===== src/rtl/ice_gpio_pkg.sv =====
// Shared constants for the pico-ice GPIO bank: register map and the
// core-reset sequencer state encoding.
package ice_gpio_pkg;

  localparam int ADDR_W = 3;

  localparam logic [ADDR_W-1:0] ADDR_OUT     = 3'd0;
  localparam logic [ADDR_W-1:0] ADDR_OE      = 3'd1;
  localparam logic [ADDR_W-1:0] ADDR_IN      = 3'd2;
  localparam logic [ADDR_W-1:0] ADDR_RISE    = 3'd3;
  localparam logic [ADDR_W-1:0] ADDR_FALL    = 3'd4;
  localparam logic [ADDR_W-1:0] ADDR_SET_OUT = 3'd5;
  localparam logic [ADDR_W-1:0] ADDR_CLR_OUT = 3'd6;
  localparam logic [ADDR_W-1:0] ADDR_TGL_OUT = 3'd7;

  typedef enum logic [1:0] {
    WAIT_LOCK = 2'd0,
    HOLD      = 2'd1,
    RUN       = 2'd2
  } rst_state_e;

endpackage


===== src/rtl/ice_gpio_bank_if.sv =====
// Request/response register port of the GPIO bank.
interface ice_gpio_bank_if #(
  parameter int N_PINS = 26
) ();
  import ice_gpio_pkg::*;

  // A request transfers on a clock edge where req_valid && req_ready; the
  // master holds req_* stable while req_valid is high and not yet accepted.
  // A response transfers on an edge where rsp_valid && rsp_ready; the slave
  // holds rsp_valid/rsp_rdata stable until then.
  logic              req_valid;
  logic              req_ready;
  logic              req_write;
  logic [ADDR_W-1:0] req_addr;
  logic [N_PINS-1:0] req_wdata;
  logic              rsp_valid;
  logic              rsp_ready;
  logic [N_PINS-1:0] rsp_rdata;

  modport master (
    output req_valid, req_write, req_addr, req_wdata, rsp_ready,
    input  req_ready, rsp_valid, rsp_rdata
  );

  modport slave (
    input  req_valid, req_write, req_addr, req_wdata, rsp_ready,
    output req_ready, rsp_valid, rsp_rdata
  );

endinterface


===== src/rtl/ice_rst_seq.sv =====
// Core reset sequencer: releases core_rst_n only after the synchronised PLL
// lock has been seen high for LOCK_HOLD consecutive cycles.
module ice_rst_seq
  import ice_gpio_pkg::*;
#(
  parameter int LOCK_HOLD = 16
) (
  input  logic       clk,
  input  logic       rst_n,
  input  logic       pll_locked_i,
  output logic       core_rst_n_o,
  output rst_state_e state_o
);

  localparam int CNT_W = $clog2(LOCK_HOLD) + 1;
  localparam logic [CNT_W-1:0] HOLD_LAST = CNT_W'(LOCK_HOLD - 1);

  logic [1:0]       lock_sync_q;
  logic             lock_s;
  rst_state_e       state_q, state_d;
  logic [CNT_W-1:0] cnt_q, cnt_d;

  assign lock_s = lock_sync_q[1];

  always_ff @(posedge clk or negedge rst_n) begin
    if (!rst_n) begin
      lock_sync_q <= '0;
      state_q     <= WAIT_LOCK;
      cnt_q       <= '0;
    end else begin
      lock_sync_q <= {lock_sync_q[0], pll_locked_i};
      state_q     <= state_d;
      cnt_q       <= cnt_d;
    end
  end

  // cnt_q counts lock samples seen so far, including the one that left WAIT_LOCK.
  always_comb begin
    state_d = state_q;
    cnt_d   = cnt_q;
    unique case (state_q)
      WAIT_LOCK: begin
        cnt_d = '0;
        if (lock_s) begin
          state_d = HOLD;
          cnt_d   = CNT_W'(1);
        end
      end
      HOLD: begin
        if (!lock_s) begin
          state_d = WAIT_LOCK;
          cnt_d   = '0;
        end else if (cnt_q >= HOLD_LAST) begin
          state_d = RUN;
        end else if (cnt_q != '1) begin
          cnt_d = cnt_q + CNT_W'(1);
        end
      end
      RUN: begin
        if (!lock_s) begin
          state_d = WAIT_LOCK;
          cnt_d   = '0;
        end
      end
      default: begin
        state_d = WAIT_LOCK;
        cnt_d   = '0;
      end
    endcase
  end

  assign core_rst_n_o = (state_q == RUN);
  assign state_o      = state_q;

endmodule


===== src/rtl/ice_gpio_bank.sv =====
// N-channel pad bank for pico-ice: output/enable registers, synchronised
// inputs with sticky edge flags behind a register port, plus core reset sequencing.
module ice_gpio_bank
  import ice_gpio_pkg::*;
#(
  parameter int N_PINS      = 26,
  parameter int SYNC_STAGES = 2,
  parameter int LOCK_HOLD   = 16
) (
  input  logic              clk,
  input  logic              rst_n,
  input  logic              pll_locked,
  output logic              core_rst_n,
  input  logic [N_PINS-1:0] pad_i,
  output logic [N_PINS-1:0] pad_o,
  output logic [N_PINS-1:0] pad_oe,
  ice_gpio_bank_if.slave    bus,
  output rst_state_e        seq_state_o
);

  logic [N_PINS-1:0] sync_q [SYNC_STAGES];
  logic [N_PINS-1:0] sync_in, prev_q, rise_edge, fall_edge;
  logic [N_PINS-1:0] out_q, out_d, oe_q, oe_d;
  logic [N_PINS-1:0] rise_q, rise_d, fall_q, fall_d, rise_clr, fall_clr;
  logic [N_PINS-1:0] rsp_rdata_q, rsp_rdata_d;
  logic              rsp_valid_q, rsp_valid_d;
  logic              accept;

  ice_rst_seq #(.LOCK_HOLD(LOCK_HOLD)) u_rst_seq (
    .clk          (clk),
    .rst_n        (rst_n),
    .pll_locked_i (pll_locked),
    .core_rst_n_o (core_rst_n),
    .state_o      (seq_state_o)
  );

  assign sync_in   = sync_q[SYNC_STAGES-1];
  assign rise_edge = sync_in & ~prev_q;
  assign fall_edge = ~sync_in & prev_q;
  assign accept    = bus.req_valid && !rsp_valid_q;

  always_comb begin
    out_d       = out_q;
    oe_d        = oe_q;
    rise_clr    = '0;
    fall_clr    = '0;
    rsp_valid_d = rsp_valid_q;
    rsp_rdata_d = rsp_rdata_q;
    if (accept) begin
      rsp_valid_d = 1'b1;
      rsp_rdata_d = '0;
      if (!bus.req_write) begin
        unique case (bus.req_addr)
          ADDR_OUT:  rsp_rdata_d = out_q;
          ADDR_OE:   rsp_rdata_d = oe_q;
          ADDR_IN:   rsp_rdata_d = sync_in;
          ADDR_RISE: rsp_rdata_d = rise_q;
          ADDR_FALL: rsp_rdata_d = fall_q;
          default:   rsp_rdata_d = '0;
        endcase
      end else begin
        unique case (bus.req_addr)
          ADDR_OUT:     out_d    = bus.req_wdata;
          ADDR_OE:      oe_d     = bus.req_wdata;
          ADDR_RISE:    rise_clr = bus.req_wdata;
          ADDR_FALL:    fall_clr = bus.req_wdata;
          ADDR_SET_OUT: out_d    = out_q | bus.req_wdata;
          ADDR_CLR_OUT: out_d    = out_q & ~bus.req_wdata;
          ADDR_TGL_OUT: out_d    = out_q ^ bus.req_wdata;
          default:      out_d    = out_q;
        endcase
      end
    end else if (rsp_valid_q && bus.rsp_ready) begin
      rsp_valid_d = 1'b0;
    end
    // A fresh edge on the same bit as a write-1-to-clear keeps the flag set.
    rise_d = (rise_q & ~rise_clr) | rise_edge;
    fall_d = (fall_q & ~fall_clr) | fall_edge;
  end

  always_ff @(posedge clk or negedge rst_n) begin
    if (!rst_n) begin
      for (int i = 0; i < SYNC_STAGES; i++) sync_q[i] <= '0;
      prev_q      <= '0;
      out_q       <= '0;
      oe_q        <= '0;
      rise_q      <= '0;
      fall_q      <= '0;
      rsp_valid_q <= 1'b0;
      rsp_rdata_q <= '0;
    end else begin
      sync_q[0] <= pad_i;
      for (int i = 1; i < SYNC_STAGES; i++) sync_q[i] <= sync_q[i-1];
      prev_q      <= sync_in;
      out_q       <= out_d;
      oe_q        <= oe_d;
      rise_q      <= rise_d;
      fall_q      <= fall_d;
      rsp_valid_q <= rsp_valid_d;
      rsp_rdata_q <= rsp_rdata_d;
    end
  end

  assign pad_o         = out_q;
  assign pad_oe        = oe_q;
  assign bus.req_ready = !rsp_valid_q;
  assign bus.rsp_valid = rsp_valid_q;
  assign bus.rsp_rdata = rsp_rdata_q;

endmodule


===== src/flat_wrapper.sv =====
// flat-port wrapper written by rule: the top's interface ports become plain ports
module ice_gpio_bank_flat import ice_gpio_pkg::*;
#(
  parameter int N_PINS      = 26,
  parameter int SYNC_STAGES = 2,
  parameter int LOCK_HOLD   = 16
)
  (clk, rst_n, pll_locked, core_rst_n, pad_i, pad_o, pad_oe, seq_state_o, bus_req_valid, bus_req_write, bus_req_addr, bus_req_wdata, bus_rsp_ready, bus_req_ready, bus_rsp_valid, bus_rsp_rdata);
  ice_gpio_bank_if #(.N_PINS(N_PINS)) bus_i ();
  input  logic clk;
  input  logic rst_n;
  input  logic pll_locked;
  output logic core_rst_n;
  input  logic [N_PINS-1:0] pad_i;
  output logic [N_PINS-1:0] pad_o;
  output logic [N_PINS-1:0] pad_oe;
  output rst_state_e seq_state_o;
  input wire logic [$bits(bus_i.req_valid)-1:0] bus_req_valid;
  input wire logic [$bits(bus_i.req_write)-1:0] bus_req_write;
  input wire logic [$bits(bus_i.req_addr)-1:0] bus_req_addr;
  input wire logic [$bits(bus_i.req_wdata)-1:0] bus_req_wdata;
  input wire logic [$bits(bus_i.rsp_ready)-1:0] bus_rsp_ready;
  output wire logic [$bits(bus_i.req_ready)-1:0] bus_req_ready;
  output wire logic [$bits(bus_i.rsp_valid)-1:0] bus_rsp_valid;
  output wire logic [$bits(bus_i.rsp_rdata)-1:0] bus_rsp_rdata;
  assign bus_i.req_valid = bus_req_valid;
  assign bus_i.req_write = bus_req_write;
  assign bus_i.req_addr = bus_req_addr;
  assign bus_i.req_wdata = bus_req_wdata;
  assign bus_i.rsp_ready = bus_rsp_ready;
  assign bus_req_ready = bus_i.req_ready;
  assign bus_rsp_valid = bus_i.rsp_valid;
  assign bus_rsp_rdata = bus_i.rsp_rdata;
  ice_gpio_bank #(.N_PINS(N_PINS), .SYNC_STAGES(SYNC_STAGES), .LOCK_HOLD(LOCK_HOLD)) u_core (.clk(clk), .rst_n(rst_n), .pll_locked(pll_locked), .core_rst_n(core_rst_n), .pad_i(pad_i), .pad_o(pad_o), .pad_oe(pad_oe), .bus(bus_i), .seq_state_o(seq_state_o));
endmodule

===== config.mk =====
export PLATFORM = sky130hd
export DESIGN_NAME = ice_gpio_bank_flat
export DESIGN_NICKNAME = d
export VERILOG_FILES = /design/src/rtl/ice_gpio_pkg.sv /design/src/rtl/ice_gpio_bank_if.sv /design/src/rtl/ice_rst_seq.sv /design/src/rtl/ice_gpio_bank.sv /design/src/flat_wrapper.sv
export SDC_FILE = /design/constraint.sdc
export NUM_CORES = 1
export LEC_CHECK = 0
export CORE_MARGIN = 2
export CORE_UTILIZATION = 50
export DETAILED_ROUTE_END_ITERATION = 12
export GPL_TIMING_DRIVEN = 1
export PLACE_DENSITY = 0.77
export SLEW_MARGIN = 20
export SYNTH_ARGS = -nofsm -noshare
export SYNTH_HDL_FRONTEND = slang
export SYNTH_HIERARCHICAL = 1
export SYNTH_SLANG_ARGS = --single-unit
export TNS_END_PERCENT = 1

===== constraint.sdc =====
create_clock -name clk -period 1.6 [get_ports clk]
set_input_delay 0.16 -clock clk [delete_from_list [all_inputs] [get_ports clk]]
set_output_delay 0.16 -clock clk [all_outputs]
set_load 0.1 [all_outputs]

* After elaboration in Yosys (flattened, before gate mapping)
Cells that the tools add are included.
Word-level totals: bits of input ports 61, register bits 218, word-level logic and storage cells 76
Operators by class: reductions and logical operators 11, multiplexer cells 22, eq/ne operators 15, order comparisons 1, bitwise operators 14, add/sub/neg operators 1
Operators with widths (number):
- 26-bit 2-to-1 mux | 7
- 26-bit bitwise AND | 5
- 26-bit inverter | 5
- 26-bit one-hot mux with 5 select lines | 1
- 26-bit one-hot mux with 4 select lines | 1
- 26-bit bitwise OR | 3
- 26-bit XOR | 1
- 5-bit 2-to-1 mux | 4
- 5-bit one-hot mux with 3 select lines | 1
- 3-bit equality test, second input constant | 4
- 3-bit AND reduction | 4
- 3-bit != test, second input constant | 3
- 2-bit 2-to-1 mux | 4
- 3-bit by 2-bit equality test with 1-bit output, second input constant | 2
- 2-bit one-hot mux with 3 select lines | 1
- 5-bit by 1-bit adder with 5-bit output, second input constant | 1
- 5-bit by 4-bit >= comparator with 1-bit output, second input constant | 1
- 5-bit != test, second input constant | 1
- 2-bit != test, second input constant | 2
- 4-bit nonzero test | 1
- 3-bit by 1-bit equality test with 1-bit output, second input constant | 1
- 3-bit logical NOT | 1
- 1-bit 2-to-1 mux | 3
- 2-bit by 1-bit equality test with 1-bit output, second input constant | 1
- other kinds (5) | 6

* Longest topological paths before layout
depth after elaboration 7, depth in mapped cells 7

* Cells and area by module
The synthesis kept the hierarchy.
Modules (own cells, without submodules):
- ice_gpio_bank | instances 1, cells each 826, area each 9724.3 µm²
- ice_rst_seq | instances 1, cells each 41, area each 480.5 µm²

* Least setup slack after synthesis
No wires, ideal clock.
path kind reg-to-output, start register u_core.u_rst_seq.state_q[1], in the netlist u_core/u_rst_seq/state_o[1], end output port core_rst_n, slack -0.992 ns, arrival 2.432 ns, stages on the path, launching flop included 3, path buffers 0, path through dfrtp_1 inv_1 nor2_1
On the way: cells in the longest elaborated chain, start to end 1
RTL lines:
- from (decl) | line ice_rst_seq.sv:20 | rst_state_e state_q, state_d;
- from (signal assigned) | line ice_rst_seq.sv:32 | state_q <= state_d;
- 2-bit equality test | line ice_rst_seq.sv:72 | assign core_rst_n_o = (state_q == RUN);
- to (decl) | line flat_wrapper.sv:13 | output logic core_rst_n;
Every way passes these cells.

* Final worst setup path
start register u_core.rsp_valid_q, in the netlist u_core/bus.rsp_valid, end register u_core.oe_q[10], in the netlist u_core/pad_oe[10]
On the way: cells in the longest elaborated chain, start to end 3
RTL lines:
- from (decl) | line ice_gpio_bank.sv:26 | logic rsp_valid_q, rsp_valid_d;
- from (signal assigned) | line ice_gpio_bank.sv:99 | rsp_valid_q <= rsp_valid_d;
- 1-bit logical NOT | line ice_gpio_bank.sv:40 | assign accept = bus.req_valid && !rsp_valid_q;
- 1-bit logical AND | line ice_gpio_bank.sv:40
- 3-bit AND reduction (no line)
- to (signal assigned) | line ice_gpio_bank.sv:86 | oe_q <= '0;
- to (signal assigned) | line ice_gpio_bank.sv:96 | oe_q <= oe_d;
- to (decl) | line ice_gpio_bank.sv:23 | logic [N_PINS-1:0] out_q, out_d, oe_q, oe_d;
Every way passes these cells. A chain may end at the register's enable or synchronous reset.

==> summary.md <==
| Metric | Value |
|---|---|
| Setup ws final | -0.0283 ns |
| Switching part of the total | 39.4% |
| Violated checks | negative setup slack |
| Switching power | 8.06 mW |
| Worst slack, placed | -0.258 ns |
| Fmax | around 600 MHz |
| R2r setup slk | -0.03 ns |
| Maxcap violations | 0 |
| GPL Wtd Cong | 0.806 |
| Share of layout cells above drive strength 1 | 27.3% |
| Worst Skew | 0.0129 ns |
| DRC | 0 |
| Worst path top cell family by delay | flip-flops |
| First-pass GRT wire length | between 40 and 50 mm |
| Die W | 147 um |
| Cell variety after synth | 49 |
| Cell Area, Synth | 10200 um^2 |
| P&R area growth vs syn | 38.8% |
| Synthesized area per cell | 11.8 um^2 |
| Reg2reg start | u_core/bus.rsp_valid |
| Internal | 12.4 mW |
| CP max stage cell | dfrtp_4 |
| Most frequent cells in the layout | dfrtp_1, nand2_1, buf_12 |
| Total number of vias | 7794 |
| Crit path launch type | flip-flop |
| Starting Density | 50.8% |
| CTS Buf Count | 23 |
| Synth warn | 6 |
| CTS tree | done |
| HPWL after DPL | 18.2 mm |
| Worst-Margin Slew | 0.945 ns |
| Via density | just under 6 |
| GRT Util Overall | 26.3% |
| Clock tree buffer depth | 3 |
| WP data arrival | ~2 ns |
| Antenna cells | 0 |
| Final hold vios | 0 |
| Setup-failing EPs final | 19 |
| Crit. End Element | flip-flop |
| Worst R2R End | u_core/pad_oe[10] |
| Clock-pin slew on the worst setup and hold paths | 0.06 ns |
| PD cells | 1440 nW/um^2 |
| Worst skew pair latency | 0.51 ns |
| Critical Path, Cell by Cell | nor2b_4, nand3_2, nor2_4, buf_12, mux2_1 |
| Share of the synthesized area in the top cell type | 53.5% |
| Cells after Synth | roughly 870 |
| Flops & latches, synth | 218 |
| Outcome | complete, but fails checks |
| Most common cell after layout, fill and taps aside | dfrtp_1 |
| Min-delay worst type | in2async |
| Clk network pwr share | 27.1% |
| Iteration count of the initial detailed-routing pass | 6 |
| Ranking of synthesized cells by area | dfrtp_1, ha_1, a22o_1, nand2_1, a22oi_1 |
| Clock sinks | 218 |
| Die ar. | 21600 um^2 |
| R2R cell count | 5 |
| Core Region | 20100 um^2 |
| Maximum VDD drop | 0.845 mV |
| Iter 0 DRT Violations | 491 |
| I/O pin total | 144 |
| CTS H-tree lvls | 1 |
| ANT nets after route | 0 |
| Critical path type | reg2reg |
| Std cell rows | 52 |
| Gr ovfl total | 0 |
| Crit path largest cell delay | approximately 0.54 ns |
| Register area share after synthesis | a little over half |
| Power Total | ~20 mW |
| Period utilisation layout | 102% |
| Lkg Pwr | 6.55 nW |
| Largest net degree at the start of global routing | 66 |
| Cell taking the most area after synthesis | dfrtp_1 |
| Initial antenna violation count | 0 |
| Routed length per instance | 20.8 um |
| Synthesized Nets | between 900 and 1000 |
| Clock root cell | clkbuf_16 |
| Vias in the first global route | approximately 8400 |
| CP bufs+invs | 1 |
| Critical Path RT | 1.98 ns |
| Final min period | 1.63 ns |
| Max Transition Viols Final | 0 |
| Port Buffers | around 140 |
| Sequential power share | about a third |
| Nets | 1172 |
| Comb pwr share | 38.2% |
| Total wire length | around 28 mm |
| Slew margin rel. | 36.9% |
| Die Span Y | 147 um |
| CP Max Fanout | 21 |
| Setup repair after global routing missed its margin | yes |
-- cells in the mapped netlist, drive strengths merged --
library cell  instances
mux2i                26
ha                   55
and3b                 1
a41o                  1
a31oi                 1
a22o                 52
a21oi                 1
buf                  42
a211o                 1
and2b                 1
a32o                  1
nor2                 29
o221ai               27
o211a                 1
or3                   1
mux2                 26
nand3                 2
o211ai                2
a21o                 26
o21a                  1
nand2               106
nor2b                 4
a2111o                1
dfrtp               218
clkbuf               12
a41oi                 1
o2bb2ai              27
a22oi                52
a211oi               26
nor3b                 1
nand3b                2
and3                  2
nand4                 2
and4                  2
o21ai                28
inv                  83
nor3                  2
or2b                  1
-- cells by family (layout without fill, tap and decap cells) --
kind of cell	after synthesis	after routing	share of synthesized area, %
adder cells (fa/ha/maj)	55	55	6.74
AO/OA/AOI/OAI	249	249	21.4
AND/OR/NAND/NOR	156	156	6.71
buffers and inverters	137	342	6.23
multiplexers	52	52	5.42
flip-flops	218	218	53.5
-- power groups by stage --
stage | logic (mW) | clock network [mW] | registers, mW
CTS | 7.82 | 5.65 | 7.10
detailed placement | 7.77 | 0 | 7.18
global route | 8.13 | 5.87 | 7.17
global placement | 7.62 | 0 | 7.18
finish | 7.81 | 5.54 | 7.11
floorplan | 1.45 | 0 | 10.1
-- how the worst max path moves through the flow --
stage | start | endpoint | cells after the start
3_5_place_dp | bus_req_valid | u_core/pad_oe[4] | 6
5_1_grt | u_core/bus.rsp_valid | u_core/pad_oe[10] | 5
6_report | u_core/bus.rsp_valid | u_core/pad_oe[10] | 5
3_3_place_gp | bus_req_valid | u_core/pad_oe[8] | 6
4_1_cts | u_core/bus.rsp_valid | u_core/bus.rsp_rdata[22] | 5
2_1_floorplan | u_core/bus.rsp_valid | u_core/bus.rsp_rdata[10] | 7
-- final cells by class --
| class | count | area, um^2 |
|---|---|---|
| inverter | 83 | 324 |
| multi-input combinational | 512 | 4240 |
| timing repair buffer | 218 | 2980 |
| clock inverter | 10 | 133 |
| sequential | 218 | 5490 |
| clock buffer | 31 | 656 |
| fill | 1409 | 5940 |
| tap | 270 | 338 |
-- per-stage QoR --
stage / setup TNS [ns] / util (%) / hold slack [ns] / area (um^2) / instances
2_1_floorplan: -15.84 / - / -0.136 / 10300 / 867
3_3_place_gp: -18.83 / 66.0 / 0.0299 / 13300 / 1299
3_5_place_dp: -20.70 / 66.0 / 0.0255 / 13300 / 1299
4_1_cts: -0.0670 / 70.2 / 0.0808 / 14100 / 1342
5_1_grt: -2.07 / 70.4 / 0.0793 / 14200 / 1342
6_report: -0.241 / 70.4 / 0.0900 / 14200 / 1342
-- worst reg2reg max path, stage by stage, from the launching register on --
cell,delay [ns]
dfrtp_4,0.54
nor2b_4,0.17
nand3_2,0.11
nor2_4,0.14
buf_12,0.20
mux2_1,0.35
-- what timing repair did --
action | in CTS | in global routing
hold endpoints to repair | 218 | 0
setup buffers | 1 | 0
pin swaps | 2 | 4
hold buffers | 1 | 0
setup endpoints to repair | 49 | 66
gates resized for setup | 10 | 7
-- state kept, by name (all words and copies together) (netlist names) --
signal,flops
u_core/sync_q,26
u_core/bus.rsp_valid,1
u_core/fall_q,26
u_core/pad_oe,26
u_core/pad_o,26
u_core/sync_in,26
u_core/u_rst_seq/state_o,2
u_core/bus.rsp_rdata,26
u_core/prev_q,26
u_core/rise_q,26
u_core/u_rst_seq/lock_sync_q,2
u_core/u_rst_seq/cnt_q,5
-- metal layers --
metal	up-vias	global-route usage [%]	routed length [um]
met5	-	0	0
met4	0	8.59	682
met3	70	5.53	1850
met2	327	43.9	13800
met1	3941	34.4	11600
li1	3456	-	-
No activity file was read; power rests on OpenSTA's default activity.
